`config.mk`:
```
export PLATFORM = sky130hd
export DESIGN_NAME = cram_config_loader
export DESIGN_NICKNAME = d
export VERILOG_FILES = /design/src/rtl/cram_loader_pkg.sv /design/src/rtl/cram_piso.sv /design/src/rtl/cram_config_loader.sv
export SDC_FILE = /design/constraint.sdc
export NUM_CORES = 1
export LEC_CHECK = 0
export ABC_AREA = 1
export CELL_PAD_IN_SITES_DETAIL_PLACEMENT = 0
export CELL_PAD_IN_SITES_GLOBAL_PLACEMENT = 1
export CORE_MARGIN = 8
export CORE_UTILIZATION = 41
export DETAILED_ROUTE_END_ITERATION = 8
export PLACE_DENSITY = 0.95
export SYNTH_ARGS = -nofsm -noshare
export SYNTH_HDL_FRONTEND = slang
export SYNTH_SLANG_ARGS = --single-unit
```
`constraint.sdc`:
```
create_clock -name clk -period 2.7 [get_ports clk]
set_clock_uncertainty 0.1 [all_clocks]
set_input_delay 0.675 -clock clk [delete_from_list [all_inputs] [get_ports clk]]
set_output_delay 0.675 -clock clk [all_outputs]
set_load 0.03 [all_outputs]
```
`src/rtl/cram_loader_pkg.sv`:
```
// Shared types for the CRAM configuration loader.
// Latency: n/a (types only).
// Backpressure: n/a (types only).
package cram_loader_pkg;

  // Loader control states. FETCH is the one-cycle-minimum bubble where a word is
  // accepted. SHIFT streams that word onto the chain.
  typedef enum logic [1:0] {
    IDLE  = 2'd0,
    FETCH = 2'd1,
    SHIFT = 2'd2,
    DONE  = 2'd3
  } ldr_state_t;

endpackage

```
`src/rtl/cram_piso.sv`:
```
// Parallel-in serial-out shift register, MSB first, left shift.
// Latency: a loaded word's MSB is visible on msb the cycle after load.
// Backpressure: none; load takes priority over shift, and the register holds when both are low.
//
// Ports:
//   clk, nrst : clock and async active-low reset (clears the register)
//   load, din : parallel load of a full word
//   shift     : shift left by one bit, zero fill
//   msb       : current top bit (serial output)
module cram_piso #(
  parameter int WORD_WIDTH = 32
) (
  input  logic                  clk,
  input  logic                  nrst,
  input  logic                  load,
  input  logic                  shift,
  input  logic [WORD_WIDTH-1:0] din,
  output logic                  msb
);

  logic [WORD_WIDTH-1:0] shreg;

  always_ff @(posedge clk or negedge nrst) begin
    if (!nrst) begin
      shreg <= '0;
    end else if (load) begin
      shreg <= din;
    end else if (shift) begin
      shreg <= shreg << 1;
    end
  end

  assign msb = shreg[WORD_WIDTH-1];

endmodule

```
`src/rtl/cram_config_loader.sv`:
```
// Serialises config words MSB-first onto the CRAM chain. Fabric stays disabled until exactly CHAIN_LENGTH bits are shifted.
// Latency: each word costs one FETCH cycle plus min(WORD_WIDTH, bits_left) SHIFT cycles. All outputs are registered.
// Backpressure: word_ready is high only in FETCH. The chain holds (cfg_en=0) for as long as no word is offered.
//
// Ports:
//   clk, nrst             : clock (also the chain clock) and async active-low reset
//   start, abort          : begin a load / cancel a load in progress
//   word_data/valid/ready : config word stream
//   cfg_data, cfg_en      : serial data and shift enable for the chain
//   fabric_en             : enables the cells' logic once configuration is complete
//   busy, done, bits_left : load status and remaining chain bits
module cram_config_loader
  import cram_loader_pkg::*;
#(
  parameter int  WORD_WIDTH   = 32,
  parameter int  CHAIN_LENGTH = 1024,
  localparam int CNT_W        = $clog2(CHAIN_LENGTH + 1)
) (
  input  logic                  clk,
  input  logic                  nrst,
  input  logic                  start,
  input  logic                  abort,
  input  logic [WORD_WIDTH-1:0] word_data,
  input  logic                  word_valid,
  output logic                  word_ready,
  output logic                  cfg_data,
  output logic                  cfg_en,
  output logic                  fabric_en,
  output logic                  busy,
  output logic                  done,
  output logic [CNT_W-1:0]      bits_left
);

  localparam int NS_W = $clog2(WORD_WIDTH + 1);

  ldr_state_t       state_q, state_nxt;
  logic [CNT_W-1:0] bits_left_q, bits_left_nxt;
  logic [NS_W-1:0]  nshift_q, nshift_nxt;
  logic             piso_load, piso_shift;
  logic             word_ready_q, cfg_en_q, busy_q, done_q, fabric_en_q;

  always_comb begin
    state_nxt     = state_q;
    bits_left_nxt = bits_left_q;
    nshift_nxt    = nshift_q;
    piso_load     = 1'b0;
    piso_shift    = 1'b0;
    case (state_q)
      IDLE, DONE: begin
        // Abort is meaningless here, so start always wins.
        if (start) begin
          state_nxt     = FETCH;
          bits_left_nxt = CNT_W'(CHAIN_LENGTH);
        end
      end
      FETCH: begin
        if (abort) begin
          // A word offered in this same cycle is dropped.
          state_nxt     = IDLE;
          bits_left_nxt = '0;
        end else if (word_valid && word_ready_q) begin
          piso_load = 1'b1;
          state_nxt = SHIFT;
          // On a partial final word only the top bits go out. Its low bits stay in the register.
          if (32'(bits_left_q) < 32'(WORD_WIDTH)) begin
            nshift_nxt = NS_W'(bits_left_q);
          end else begin
            nshift_nxt = NS_W'(WORD_WIDTH);
          end
        end
      end
      SHIFT: begin
        if (abort) begin
          state_nxt     = IDLE;
          bits_left_nxt = '0;
        end else begin
          piso_shift    = 1'b1;
          bits_left_nxt = bits_left_q - CNT_W'(1);
          nshift_nxt    = nshift_q - NS_W'(1);
          if (nshift_q == NS_W'(1)) begin
            state_nxt = (bits_left_q == CNT_W'(1)) ? DONE : FETCH;
          end
        end
      end
      default: state_nxt = IDLE;
    endcase
  end

  // Status outputs are decoded from the next state and registered with it. This keeps them
  // glitch-free and aligned with the state they describe.
  always_ff @(posedge clk or negedge nrst) begin
    if (!nrst) begin
      state_q      <= IDLE;
      bits_left_q  <= '0;
      nshift_q     <= '0;
      word_ready_q <= 1'b0;
      cfg_en_q     <= 1'b0;
      busy_q       <= 1'b0;
      done_q       <= 1'b0;
      fabric_en_q  <= 1'b0;
    end else begin
      state_q      <= state_nxt;
      bits_left_q  <= bits_left_nxt;
      nshift_q     <= nshift_nxt;
      word_ready_q <= (state_nxt == FETCH);
      cfg_en_q     <= (state_nxt == SHIFT);
      busy_q       <= (state_nxt == FETCH) || (state_nxt == SHIFT);
      done_q       <= (state_nxt == DONE);
      fabric_en_q  <= (state_nxt == DONE);
    end
  end

  cram_piso #(
    .WORD_WIDTH(WORD_WIDTH)
  ) u_piso (
    .clk  (clk),
    .nrst (nrst),
    .load (piso_load),
    .shift(piso_shift),
    .din  (word_data),
    .msb  (cfg_data)
  );

  assign word_ready = word_ready_q;
  assign cfg_en     = cfg_en_q;
  assign busy       = busy_q;
  assign done       = done_q;
  assign fabric_en  = fabric_en_q;
  assign bits_left  = bits_left_q;

endmodule

```
## After elaboration in Yosys (flattened, before gate mapping)

Cells that the tools add are included.
W data, S select, Z words.

- $add $sub $neg: 2
- Multiply operators: 0
- Div/mod/pow operators: 0
- Magnitude comparators: 1
- Equal/unequal tests: 13
- Shift operators: 0
- Muxes and demuxes: 23
- Bitwise gates (word level): 0
- Reduce and logical (&&, ||, !) cells: 8

Operator list:

| kind | number |
|---|---|
| $mux W32 | 2 |
| $mux W11 | 3 |
| $pmux W11 S3 | 1 |
| $mux W6 | 4 |
| $mux W2 | 6 |
| $pmux W6 S2 | 1 |
| $eq A11 B1 Y1 const B | 1 |
| $lt A11 B6 Y1 const B | 1 |
| $sub A11 B1 Y11 const B | 1 |
| $ne A2 B2 Y1 const B | 5 |
| $eq A2 B2 Y1 const B | 4 |
| $eq A6 B1 Y1 const B | 1 |
| $pmux W2 S3 | 1 |
| $sub A6 B1 Y6 const B | 1 |
| $mux W1 | 5 |
| $eq A2 B1 Y1 const B | 2 |
| $reduce_and A4 Y1 | 1 |
| $reduce_bool A2 Y1 | 2 |
| $logic_not A2 Y1 | 1 |
| $reduce_and A2 Y1 | 1 |
| $reduce_or A2 Y1 | 1 |
| $logic_and A1 B1 Y1 | 1 |
| $logic_or A1 B1 Y1 | 1 |

- Register bits: 55
- Latch bits: 0
- Memory bits (writable): 0
- ROM bits: 0
- Input bits: 37
- Output and inout port bits: 17
- Word-level logic and storage cells: 55
- Memories kept: 0

## Depth between registers and ports, before layout

Gate-level depths: netlist of the first run.

- Word-level depth: 7
- Mapped depth: 11
- Gate-level depth less buffers: 11

## Hierarchy

Synthesis of the first run repeated with hierarchy kept, for this count alone.

- Cells, all modules: 358
- Area total of the unflattened synthesis: 2925.3 um^2

Modules (own cells, without submodules):

| module | times used | cells each | area each (um^2) | seq. area each (um^2) |
|---|---|---|---|---|
| cram_piso | 1 | 174 | 1478.9 | 800.8 |
| cram_config_loader | 1 | 184 | 1446.4 | 575.6 |

## Worst setup path after synthesis of the first run

No wires, ideal clock.

- Kind: reg-to-reg
- Start point: register state_q[0]
- End point: register busy_q (netlist: busy)
- Library setup time: 113 ps
- Data arrival time: 1522 ps
- Data required time: 2487 ps
- Slack: 965 ps
- Stages on the path, launching flop included: 12
- Path buffers: 0
- Period minus slack after synthesis: 1735 ps
- Cells stage by stage: dfrtp_1 inv_1 ha_1 inv_2 nor2_4 nand2_1 nor2_1 nand3_1 nand3_1 a21oi_1 ha_1 inv_1

- Longest elaborated chain between the ends: 5
- Elaborated cells on any way between the ends: 14
- Those cells by class: 5 x eq/ne; 6 x mux; 3 x reduce/logical

Ends and longest elaborated chain:

| element | RTL line | text |
|---|---|---|
| start: declaration | cram_config_loader.sv:36 | `ldr_state_t state_q, state_nxt;` |
| start signal: assignment | cram_config_loader.sv:102 | `state_q <= state_nxt;` |
| $eq A2 B2 Y1, or another cell as far along | cram_config_loader.sv:48 | `case (state_q)` |
| $reduce_or A2 Y1, or another cell as far along | cram_config_loader.sv:48 |  |
| $pmux W2 S3 * | cram_config_loader.sv:48 |  |
| $eq A2 B1 Y1 or $eq A2 B2 Y1 (tied branches) | cram_config_loader.sv:107 | `busy_q <= (state_nxt == FETCH) \|\| (state_nxt == SHIFT);` |
| $logic_or A1 B1 Y1 * | cram_config_loader.sv:107 |  |
| end signal: assignment | cram_config_loader.sv:107 |  |
| end: declaration | cram_config_loader.sv:40 | `logic word_ready_q, cfg_en_q, busy_q, done_q, fabric_en_q;` |

Every way passes the cells marked *; elsewhere a longest branch is shown, timed or not.
A chain may end at the register's enable or synchronous reset.

## Final worst setup path of the first run

- Start point: register bits_left_q[3] (netlist: bits_left[3])
- End point: output port bits_left[3]

RTL lines:

| element | RTL line | text |
|---|---|---|
| start: declaration | cram_config_loader.sv:37 | `logic [CNT_W-1:0] bits_left_q, bits_left_nxt;` |
| start signal: assignment | cram_config_loader.sv:103 | `bits_left_q <= bits_left_nxt;` |
| end: declaration | cram_config_loader.sv:31 | `output logic [CNT_W-1:0] bits_left` |

No word-level cell between the ends.

==> out/results.ini, run 1 <==
[setup_path]
path_buf_inv=1
worstPathRequired_ns=1.92
r2r_start=state_q[0]
slowest_delay_ns=0.72
path_max_fanout=5
start_kind=register
slowest_stage=clkdlybuf4s50_1
worstSetupPathType=reg -> out
cp-end-kind=output pin
cpLargestDelayFamily=buffers and inverters
rrSetupSlack_ns=0.73
worstReg2RegEnd=busy
worst_r2r_path_depth=7
crit_chain=clkdlybuf4s50_1
worstPathArrival_ns=1.52

[clock_tree]
clkTransAtPathRegs_ns=0.10
cts_tree=built
cts.path.max_buffers=2
postCtsHoldBufs=0
clock_latency_ns=0.31
post-cts-setup-buffers=0
root_buffer=clkbuf_8
h-tree-depth=2
cts_buffers=5
cts_resized=0
clkSinkCount=55

[synthesis]
synth_top_area_cell=dfrtp_1
synth_cells=364
synth_area_um2=2930
synth_fp_nets=410
synth_cell_types=26
seq_area_frac_synth_pct=46.9
ys_ff_latch=55
avgSynthCellArea_um2=8.05
netlist.area_leader.share_pct=46.9
synth_area_leaders=dfrtp_1 (47%), nand3_1 (23%), nor2_1 (4.4%), nand2_1 (4.1%), ha_1 (3.8%)
ys.warnings.count=0

[timing]
fin_setup_tns_ns=0
hold_slack_ns=0.366
finalCriticalPeriod_ns=2.30
finalMaxSlewViolations=0
fmax_mhz=436
setup_viol=0
timing.slew.headroom_pct=54.1
worstMarginPinSlew_ns=0.688
finalHoldViolCount=0
final.period_utilization_pct=85.0
rsz0062_at_grt=false

[pwr]
p_per_area_nw_per_um2=965
vdd_drop_max_mv=0.341
p_leak_nw=1.68

[routing]
via_per_inst=5.11
wl_per_cell_um=13.6
drt_iter0_drc=201
first_pass_iters=5
antenna_left=0
drt-total-wl_mm=6.94
vias=2618
drc=0

[placement]
dp.cells=504
placed_area_um2=3560
dp_hpwl_mm=4.99
portBuffers=53
place.gp.congestion=0.823

[cells_and_area]
num-fill-cells=695
drive_above_1_share_pct=7.02
antenna-diode-count=0
layout.nets=458
finish.utilization_pct=51.7
fin_area_um2=3670
area_growth_pct=25.1
final_cells=512

[worst_hold_path]
hold_class=in -> async

[die]
fp.dieH_um=101
dieArea_um2=10100
num_rows=31
io_pins=54
start_util_pct=41.3
core_um2=7100
die-width_um=101

[global_route]
grt_usage_pct=14.8
grt-ovfl-total=0
grt_pass1_vias=2582
grt_pass1_wl_mm=12.2
grt_max_degree=64
antenna_found_initial=0

[run]
maxCapViolCount=0

[outcome]
status=complete, no violations

==> cell usage in the layout (no fill, tap or decap) <==
cell and count:
a22oi_1 1, a31oi_1 1, buf_4 6, ha_1 9, nor3_2 1, bufinv_16 1
o21ai_0 8, xnor2_1 1, buf_2 1, nor4_1 1, clkbuf_1 1, inv_2 5
nor3_1 1, buf_12 1, nor2_4 3, nand3_1 133, nand4_1 2, nand2_1 32
clkdlybuf4s50_1 52, nand2_4 2, dfrtp_1 55, nor2_1 34, nand2_2 2, o22ai_1 4
inv_6 1, o21ai_2 1, clkbuf_8 5, a21oi_1 16, xor2_1 3, o21ai_1 2
inv_1 28
==> power breakdown <==
part | switching [mW] | total (mW) | internal (mW)
Combinational | 0.990 | 1.59 | 0.604
Clock | 0.280 | 0.561 | 0.281
Sequential | 0.229 | 1.38 | 1.15
Total | 1.50 | 3.54 | 2.04
==> metrics by stage <==
| stage | setup slack, ns | power [mW] |
|---|---|---|
| final | 0.404 | 3.54 |
| after CTS | 0.399 | 3.56 |
| after floorplan | 0.965 | 2.50 |
| after global placement | 0.355 | 2.96 |
| after global routing | 0.367 | 3.83 |
| after detailed placement | 0.314 | 3.00 |
==> layout make-up <==
class	count	area [µm²]	area share, %
tap	99	124	3.38
sequential	55	1380	37.5
inverter	33	124	3.38
clock buffer	6	72.6	1.98
timing repair buffer	60	591	16.1
clock inverter	2	38.8	1.06
multi-input combinational	257	1340	36.6
==> sequential cells by signal, indices dropped and copies added, names as in the netlist <==
signal / cells
u_piso.shreg: 32
bits_left: 11
nshift_q: 6
state_q: 2
busy: 1
cfg_en: 1
fabric_en: 1
word_ready: 1
==> cell usage after synthesis <==
library cell,instances
o22ai_1,4
nor3_2,1
buf_4,1
nor2_1,34
o21ai_0,8
nand4_1,2
nand3_1,133
nor4_1,1
a22oi_1,1
inv_2,5
clkbuf_1,6
inv_1,28
buf_2,12
xor2_1,3
nand2_1,32
dfrtp_1,55
o21ai_2,1
a31oi_1,1
xnor2_1,1
nor3_1,1
nor2_4,3
nand2_4,2
nand2_2,2
ha_1,9
o21ai_1,2
a21oi_1,16
==> worst max-delay path by stage <==
stage | depth (start not counted) | end | slack (ns) | from
floorplan | 11 | busy | 0.96 | state_q[0]
global placement | 10 | busy | 0.35 | abort
detailed placement | 10 | busy | 0.31 | abort
CTS | 1 | bits_left[3] | 0.40 | bits_left[3]
global route | 1 | bits_left[3] | 0.37 | bits_left[3]
finish | 1 | bits_left[3] | 0.40 | bits_left[3]
==> cells by family after synthesis <==
group | after synthesis | synth area share (%)
AO/OA/AOI/OAI | 33 | 6.06
adder cells (fa/ha/maj) | 9 | 3.84
AND/OR/NAND/NOR | 211 | 34.7
flip-flops | 55 | 46.9
buffers and inverters | 52 | 7.30
XOR/XNOR | 4 | 1.20
==> metal layers <==
metal / vias up / global-route usage, % / wire length (µm) / part of all wire [%]
li1: 1327 / - / - / -
met1: 1231 / 19.1 / 3220 / 46
met2: 50 / 23.9 / 3340 / 48
met3: 10 / 2.97 / 270 / 3.9
met4: 0 / 4.88 / 108 / 1.6
met5: - / 0 / 0 / 0
No activity file was read; power rests on OpenSTA's default activity.
==> inputs of run 2 (changes only) <==
--- a/config.mk
+++ b/config.mk
@@ -13,4 +13,5 @@
 export DETAILED_ROUTE_END_ITERATION = 8
 export PLACE_DENSITY = 0.95
+export SETUP_SLACK_MARGIN = 0.05
 export SYNTH_ARGS = -nofsm -noshare
 export SYNTH_HDL_FRONTEND = slang
==> constraint.sdc (replaced) <==
create_clock -name clk -period 2.7 [get_ports clk]
set_clock_uncertainty 0.1 [all_clocks]
set_input_delay 0.27 -clock clk [delete_from_list [all_inputs] [get_ports clk]]
set_output_delay 0.27 -clock clk [all_outputs]
set_load 0.03 [all_outputs]
==> run 2 against run 1 <==
Against the previous run:
- global-route usage down 0.62 points
- die area did not move
- critical path type is now reg -> reg
- largest power group unchanged
- wire length shrank 2.2%
- largest cell class unchanged
- flip-flop and latch count is the same
- cell count unchanged
- register-to-register slack worse by 0.02 ns
- clock power is 17% lower
==> out/results.ini, run 2 (synthesized netlist as in run 1, its figures left out) <==
[routing]
drc=0  ; unchanged
wl_per_cell_um=13.3  ; -2.2%
drt-total-wl_mm=6.79  ; -2.2%
via_per_inst=5.05  ; -1.3%
vias=2585  ; -1.3%
first_pass_iters=4  ; -1
drt_iter0_drc=191  ; -5.0%
antenna_left=0  ; unchanged

[global_route]
grtUsageMet1_pct=18.6  ; -0.49 points
grt_max_degree=41  ; -36%
grt-ovfl-total=0  ; unchanged
antenna_found_initial=0  ; unchanged
grt_pass1_wl_mm=11.7  ; -4.0%
grt_util_met3_pct=2.69  ; -0.28 points
grt_pass1_vias=2495  ; -3.4%
grtUsageMet2_pct=22.9  ; -1.0 points
grt-busiest-layer=met2
grt_usage_pct=14.1  ; -0.62 points

[clock_tree]
cts_resized=0  ; unchanged
clock_latency_ns=0.31  ; about the same
clkSinkCount=55  ; unchanged
cts_tree=built
postCtsHoldBufs=1  ; +1
cts.path.max_buffers=2  ; unchanged
post-cts-setup-buffers=0  ; unchanged
clkTransAtPathRegs_ns=0.10  ; about the same
root_buffer=clkbuf_8
cts_buffers=5  ; unchanged
h-tree-depth=2  ; unchanged

[cells_and_area]
final_cells=512  ; unchanged
layout.nets=458  ; unchanged
final_common_cell=nand3_1
largest-register=u_piso.shreg
final_cell_mix=nand3_1 (133), dfrtp_1 (55), clkdlybuf4s50_1 (52), nor2_1 (34), nand2_1 (32)
drive_above_1_share_pct=6.78  ; -0.24 points
largest_register_ffs=32  ; unchanged
antenna-diode-count=0  ; unchanged
finish.utilization_pct=51.2  ; -0.44 points
area_growth_pct=24.0

[timing]
finalHoldViolCount=0  ; unchanged
timing.slew.headroom_pct=61.4  ; +7.2 points
final.period_utilization_pct=73.7  ; -11 points
fin_setup_tns_ns=0  ; unchanged
finalMaxSlewViolations=0  ; unchanged
rsz0062_at_grt=false
fmax_mhz=503  ; +15%
worstMarginPinSlew_ns=0.579  ; -0.109 ns
setup_viol=0  ; unchanged
finalCriticalPeriod_ns=1.99  ; -0.307 ns

[worst_hold_path]
hold_class=in -> async

[setup_path]
cp-end-kind=register
worstPathArrival_ns=2.08  ; +0.56 ns
start_kind=register
worstSetupPathType=reg -> reg
path_max_fanout=33  ; +28
worstPathRequired_ns=2.79  ; +0.87 ns

[die]
io_pins=54  ; unchanged
core_um2=7100  ; unchanged
start_util_pct=41.3  ; unchanged
fp.dieH_um=101  ; unchanged
num_rows=31  ; unchanged
dieArea_um2=10100  ; unchanged
die-width_um=101  ; unchanged

[placement]
dp.cells=503  ; -0.20%
dp_hpwl_mm=5.02  ; +0.65%
portBuffers=53  ; unchanged
place.gp.congestion=0.823  ; about the same

[pwr]
vdd_drop_max_mv=0.375  ; +9.9%
p_per_area_nw_per_um2=944  ; -2.2%
p_leak_nw=1.66  ; -1.0%

[run]
maxCapViolCount=0  ; unchanged

[outcome]
status=complete, no violations

==> run 2: cell count changes in the layout (fill, tap and decap cells not counted), sizes merged <==
cell and delta:
dlygate4sd3 +1, inv -1, bufinv -1, clkinv +2
buf -1
==> run 2: routing by layer <==
metal | vias to the layer above | part of all wire, % | wire length, µm
li1 | 1328 | - | -
met1 | 1193 | 46 | 3130
met2 | 59 | 48 | 3260
met3 | 5 | 4.8 | 326
met4 | 0 | 1.0 | 71
met5 | - | 0 | 0
==> run 2: layout make-up <==
cell class	count	area (µm²)
clock buffers	6	72.6
clock inverters	2	17.5
fillers	666	3460
inverters	33	124
multi-input cells	257	1340
flip-flops and latches	55	1380
well taps	99	124
repair buffers	60	581
==> run 2: worst paths after layout <==
path                                         end  cells after the start             from  slack [ns]
max in group asynchronous       u_piso.shreg[29]                      3             nrst        1.57
min in group clk                 u_piso.shreg[0]                      3     word_data[0]        0.40
worst max-delay path                bits_left[3]                      8       state_q[0]        0.71
worst min register to register   u_piso.shreg[5]                      2  u_piso.shreg[5]        0.42
worst max register to register      bits_left[3]                      8       state_q[0]        0.71
worst min-delay path            u_piso.shreg[17]                      2             nrst        0.33
==> run 2: stage by stage <==
stage / hold slack [ns] / area (µm²) / setup WS (ns) / power [mW]
after floorplan: -0.126 / 2930 / 0.965 / 2.50
after global placement: 0.141 / 3540 / 0.643 / 2.95
after detailed placement: 0.147 / 3540 / 0.594 / 2.99
after CTS: 0.344 / 3640 / 0.701 / 3.45
after global routing: 0.370 / 3640 / 0.527 / 3.74
final: 0.326 / 3640 / 0.711 / 3.43
==> run 2: worst max-delay path, cell delays in order (launching register included) <==
cell and delay, ns:
dfrtp_1 0.41, inv_1 0.06, ha_1 0.25, inv_2 0.14, nor2_4 0.06, inv_2 0.44
nor2_4 0.08, nor2_1 0.25, nor2_1 0.09
==> run 2: where the power goes <==
group / switching [mW] / total [mW] / internal (mW)
clock: 0.278 / 0.465 / 0.187
sequential: 0.226 / 1.38 / 1.15
combinational: 0.988 / 1.59 / 0.599
total: 1.49 / 3.43 / 1.94
